==> config.mk <==
export PLATFORM = sky130hd
export DESIGN_NAME = opendap_cdc_bus_tx
export DESIGN_NICKNAME = d
export VERILOG_FILES = /design/src/rtl/opendap_cdc_bus_pkg.sv /design/src/rtl/opendap_sync_1bit.sv /design/src/rtl/opendap_cdc_bus_tx.sv
export SDC_FILE = /design/constraint.sdc
export NUM_CORES = 1
export LEC_CHECK = 0
export ABC_AREA = 1
export CAP_MARGIN = 20
export CORE_MARGIN = 2
export CORE_UTILIZATION = 38
export CTS_BUF_LIST = sky130_fd_sc_hd__clkbuf_2 sky130_fd_sc_hd__clkbuf_4 sky130_fd_sc_hd__clkbuf_8
export CTS_CLUSTER_DIAMETER = 50
export DETAILED_ROUTE_END_ITERATION = 7
export PLACE_DENSITY = 0.89
export SLEW_MARGIN = 20
export SYNTH_ARGS = -nofsm -noshare
export SYNTH_HDL_FRONTEND = slang
export SYNTH_HIERARCHICAL = 1
export SYNTH_SLANG_ARGS = --single-unit
==> constraint.sdc <==
create_clock -name clk -period 1 [get_ports clk]
set_input_delay 0.3 -clock clk [delete_from_list [all_inputs] [get_ports clk]]
set_output_delay 0.3 -clock clk [all_outputs]
set_load 0.01 [all_outputs]
==> src/rtl/opendap_cdc_bus_pkg.sv <==
// rtl/opendap_cdc_bus_pkg.sv - shared encodings for the opendap req/ack bus crossing
// Used by the launch end (opendap_cdc_bus_tx) and the future capture end (opendap_cdc_bus_rx).
package opendap_cdc_bus_pkg;

  localparam logic [1:0] ST_IDLE = 2'd0;
  localparam logic [1:0] ST_REQ  = 2'd1;
  localparam logic [1:0] ST_RTZ  = 2'd2;

  // Four-phase protocol phases as seen on the (req, ack) wire pair
  typedef enum logic [1:0] {
    PH_IDLE   = 2'd0,
    PH_REQ_UP = 2'd1,
    PH_ACK_UP = 2'd2,
    PH_REQ_DN = 2'd3
  } cdc_phase_e;

  function automatic cdc_phase_e cdc_phase(input logic req, input logic ack);
    case ({req, ack})
      2'b10:   return PH_REQ_UP;
      2'b11:   return PH_ACK_UP;
      2'b01:   return PH_REQ_DN;
      default: return PH_IDLE;
    endcase
  endfunction

endpackage

==> src/rtl/opendap_sync_1bit.sv <==
// rtl/opendap_sync_1bit.sv - N-stage flip-flop synchroniser for a single level signal
// Output follows the input after N_STAGES clk edges; reset clears every stage.
module opendap_sync_1bit #(
  parameter int N_STAGES = 2
) (
  input  logic clk,
  input  logic rst_n,
  input  logic i_d,
  output logic o_q
);

  logic [N_STAGES-1:0] r_sync;

  always_ff @(posedge clk or negedge rst_n) begin
    if (!rst_n) begin
      r_sync <= '0;
    end else begin
      r_sync <= {r_sync[N_STAGES-2:0], i_d};
    end
  end

  assign o_q = r_sync[N_STAGES-1];

endmodule

==> src/rtl/opendap_cdc_bus_tx.sv <==
// rtl/opendap_cdc_bus_tx.sv - launch end of a 4-phase req/ack word crossing
// Holds an accepted word on data_out while req_out is up, then completes return-to-zero.
module opendap_cdc_bus_tx
  import opendap_cdc_bus_pkg::*;
#(
  parameter int W           = 32,
  parameter int SYNC_STAGES = 2,
  parameter int TIMEOUT     = 0
) (
  input  logic         clk,
  input  logic         rst_n,
  input  logic         in_valid,
  output logic         in_ready,
  input  logic [W-1:0] in_data,
  output logic         req_out,
  output logic [W-1:0] data_out,
  input  logic         ack_in,
  output logic         done,
  output logic         busy,
  output logic         timeout,
  input  logic         timeout_clr
);

  logic [1:0]   r_state;
  logic         r_req;
  logic [W-1:0] r_data;
  logic         r_done;
  logic         w_ack_s;
  logic         w_accept;
  logic         w_timeout;

  opendap_sync_1bit #(
    .N_STAGES (SYNC_STAGES)
  ) u_ack_sync (
    .clk   (clk),
    .rst_n (rst_n),
    .i_d   (ack_in),
    .o_q   (w_ack_s)
  );

  // A still-high ack in IDLE (late destination reset) blocks new words until it drops
  assign in_ready = (r_state == ST_IDLE) && !w_ack_s;
  assign w_accept = in_valid && in_ready;

  always_ff @(posedge clk or negedge rst_n) begin
    if (!rst_n) begin
      r_state <= ST_IDLE;
      r_req   <= 1'b0;
      r_data  <= '0;
      r_done  <= 1'b0;
    end else begin
      r_done <= 1'b0;
      case (r_state)
        ST_IDLE: begin
          if (w_accept) begin
            r_data  <= in_data;
            r_req   <= 1'b1;
            r_state <= ST_REQ;
          end
        end
        ST_REQ: begin
          if (w_ack_s) begin
            r_req   <= 1'b0;
            r_state <= ST_RTZ;
          end
        end
        ST_RTZ: begin
          if (!w_ack_s) begin
            r_done  <= 1'b1;
            r_state <= ST_IDLE;
          end
        end
        default: begin
          r_req   <= 1'b0;
          r_state <= ST_IDLE;
        end
      endcase
    end
  end

  generate
    if (TIMEOUT > 0) begin : g_timeout
      localparam int TW = $clog2(TIMEOUT + 1);
      logic [TW-1:0] r_cnt;
      logic          r_timeout;

      // Flag sets on the edge the count reaches TIMEOUT; the handshake keeps waiting
      always_ff @(posedge clk or negedge rst_n) begin
        if (!rst_n) begin
          r_cnt     <= '0;
          r_timeout <= 1'b0;
        end else begin
          if (r_state != ST_REQ) begin
            r_cnt <= '0;
          end else if (r_cnt != TW'(TIMEOUT)) begin
            r_cnt <= r_cnt + 1'b1;
          end
          if ((r_state == ST_REQ) && (r_cnt == TW'(TIMEOUT - 1))) begin
            r_timeout <= 1'b1;
          end else if (timeout_clr) begin
            r_timeout <= 1'b0;
          end
        end
      end

      assign w_timeout = r_timeout;
    end else begin : g_no_timeout
      logic w_unused_clr;
      assign w_unused_clr = timeout_clr;
      assign w_timeout    = 1'b0;
    end
  endgenerate

  assign req_out  = r_req;
  assign data_out = r_data;
  assign done     = r_done;
  assign busy     = (r_state != ST_IDLE);
  assign timeout  = w_timeout;

endmodule

==> out/metrics.json <==
{
  "run_status": {
    "run_status": "finished with violations",
    "failed_checks": "negative setup slack"
  },
  "worst_setup_path": {
    "r2r_slack_ns": -0.25,
    "critPathArrivalTime_ns": 1.03,
    "critPathMostFrequentCell": "sky130_fd_sc_hd__nor2_4",
    "crit_path_cell_trace": "nor2_4, inv_2, nor2_4, buf_6",
    "timing.rr.start": "r_state[1]",
    "cp_num_buf_inv": 2,
    "worstSetupStartpointType": "flop",
    "worst-endpoint-required_ns": 0.70,
    "critical-path-slowest-cell": "sky130_fd_sc_hd__dfrtp_1",
    "timing.rr.end": "data_out[27]",
    "worstPathMaxFanout": 2,
    "cp-end-kind": "primary output",
    "timing.critical_path.max_delay_family": "flip-flops",
    "crit_path_max_incr_delay_ns": 0.41,
    "crit_type": "reg2out",
    "ff2ff_path_depth": 7
  },
  "clock_network": {
    "clock-sinks": 38,
    "cts.root.buffer_cell": "sky130_fd_sc_hd__clkbuf_8",
    "h_tree_levels": 2,
    "clkLatencyLatePin_ns": 0.28,
    "cts_inserted_buffers": 5,
    "clk_pin_slew_worst_paths_ns": 0.07,
    "tritoncts": "built",
    "clk_path_buf_depth": 2
  },
  "finish": {
    "fillCellCount": 345,
    "mostFrequentLayoutCells": "68 x sky130_fd_sc_hd__nand2_1, 38 x sky130_fd_sc_hd__dfrtp_1, 34 x sky130_fd_sc_hd__clkdlybuf4s50_1",
    "fin_util_pct": 65.2,
    "num_antenna_cells": 0,
    "layout.cells.most_common": "sky130_fd_sc_hd__nand2_1",
    "area.growth.synth_to_final_pct": 65.3,
    "layout-drive-gt1-share_pct": 32.6,
    "layout.area.seq_um2": 951,
    "combined_area_of_the_multi_input_logic_cells_um2": 518,
    "design_area_um2": 2590,
    "layout.nets": 303
  },
  "synthesis": {
    "syn-num-nets": 201,
    "synthesis.yosys.warnings": 6,
    "synth_area_um2": 1570,
    "synth_seq_area_share_pct": 60.7,
    "synth_seq_cells": 38,
    "yosysUniqueCellTypes": 15,
    "cell_count_after_synthesis": 164,
    "synth_area_per_cell_um2": 9.55
  },
  "power": {
    "max-vdd-ir-drop_v": 0.00114,
    "power_leakage_nw": 1.37,
    "pwr-share-clk_pct": 23.1,
    "fin_total_pwr_mw": 5.63,
    "power.combinational.fraction_pct": 38.2,
    "p_int_mw": 3.93,
    "seq_power_share_pct": 38.6,
    "power_density_nw_per_um2": 2180,
    "power.net_switching_mw": 1.70,
    "swShare_pct": 30.2
  },
  "sta": {
    "maxSlewViolCount": 0,
    "final-hold-violation-count": 0,
    "layout_setup_ws_ns": -0.333,
    "worst_hold_slack_ns": 0.362,
    "max_freq_ghz": 0.750,
    "final.setup.tns_ns": -11.77,
    "skew_ns": 0.00596,
    "final-setup-viol-count": 70,
    "unrepaired_setup_endpoints_after_global_routing": "yes",
    "finalCritPeriodShare_pct": 133,
    "finalCriticalPeriod_ns": 1.33
  },
  "global_route": {
    "grt_overflow_total": 0,
    "grt_max_degree": 39,
    "vias_in_the_first_global_route": 1368,
    "initial_antenna_violation_count": 0,
    "groute.usage.overall_pct": 18.6,
    "grt_first_pass_wirelength_mm": 6.23
  },
  "worst_hold_path": {
    "timing.hold.worst_endpoint": "u_ack_sync/r_sync[1]",
    "whs_path_depth": 0,
    "hold_start": "u_ack_sync/r_sync[0]",
    "class_of_the_tightest_hold_or_removal_check": "reg2reg"
  },
  "detailed_routing": {
    "routed_via_density": 4.83,
    "drt-total-wl_mm": 4.23,
    "routed_wire_length_per_instance_um": 13.3,
    "num_vias": 1531,
    "drc": 0,
    "postRouteAntennaNets": 0,
    "firstDrtPassIters": 4,
    "dr.first_iter.drc_count": 82
  },
  "place": {
    "placed_area_um2": 2390,
    "gp_routability_congestion": 0.682,
    "dp.final_hpwl_mm": 2.72,
    "io_buffers": 71
  },
  "floorplan": {
    "floorplan.die.height_um": 68.2,
    "initial_utilization_pct": 39.4,
    "ioPinCount": 74,
    "die_x_um": 68.2,
    "floorplan.core_area_um2": 3970,
    "die_area_um2": 4650,
    "placementRows": 23
  },
  "run": {
    "maximum_capacitance_violations": 0
  }
}
-- worst max-delay path by stage --
| stage | startpoint | end | slack [ns] | depth (start not counted) |
|---|---|---|---|---|
| after CTS | r_state[1] | in_ready | -0.35 | 4 |
| after global routing | r_state[1] | in_ready | -0.40 | 4 |
| final | r_state[1] | in_ready | -0.33 | 4 |
| after floorplan | r_state[0] | in_ready | -0.10 | 3 |
| after global placement | r_state[0] | in_ready | -0.46 | 4 |
| after detailed placement | r_state[0] | in_ready | -0.48 | 4 |
-- cell families (layout without fill, tap and decap cells) --
family	Yosys count	after routing	synth area share (%)
simple gates	104	104	31.4
flops	38	38	60.7
compound gates	3	3	0.958
buf+inv	18	121	6.71
other cells	1	1	0.239
-- area by class of cell --
cell class,count,share of cell area [%]
Clock inverter,1,1.16
Multi-Input combinational cell,108,20.0
Sequential cell,38,36.7
Clock buffer,7,3.24
Timing Repair Buffer,109,35.8
Tap cell,50,2.42
Inverter,4,0.676
-- worst reg2reg max path, delay by kind of cell, from the launching register on --
family | cells | cell delay [ns]
buf+inv | 3 | 0.42
flops | 1 | 0.41
simple gates | 4 | 0.31
-- metal layers --
metal  track usage (%)  vias up  part of all wire, %
li1                  -      753                    -
met1              22.0      725                   42
met2              33.0       45                   52
met3              4.11        8                  4.9
met4              7.00        0                  1.3
met5                 0        -                    0
-- state kept, by name, summed over array words and instances, names as in the netlist --
name / flops
done: 1
req_out: 1
r_state: 2
data_out: 32
u_ack_sync/r_sync: 2
-- synth_stat cells (all sizes together) --
library cell	number	share of area (%)
nand2	68	16
nor2	3	1.2
dfrtp	38	61
nand4	32	13
a21oi	1	0.32
inv	4	0.96
o21ai	2	0.64
clkbuf	1	0.24
nand3	1	1.1
buf	13	5.5
conb	1	0.24
-- power groups by stage --
stage | logic [mW] | registers (mW) | clock network (mW)
final | 2.15 | 2.18 | 1.30
after global routing | 2.35 | 2.22 | 1.40
after CTS | 2.03 | 2.16 | 1.34
after detailed placement | 1.97 | 2.21 | 0
after global placement | 1.92 | 2.20 | 0
after floorplan | 0.574 | 2.40 | 0
-- per-stage QoR --
step                      std cells  setup WS, ns
after CTS                       311        -0.354
after detailed placement        284        -0.484
after global placement          284        -0.461
after floorplan                 164        -0.103
after global routing            317        -0.401
final                           317        -0.333
-- timing repair --
| item | in CTS | in global routing |
|---|---|---|
| gates cloned | 1 | 0 |
| setup buffers | 17 | 6 |
| hold buffers | 1 | 0 |
| resized for setup | 151 | 4 |
| endpoints found under the hold margin | 38 | 0 |
| pin swaps | 2 | 0 |
| endpoints found under the setup margin | 71 | 71 |
No activity file was read; power rests on OpenSTA's default activity.
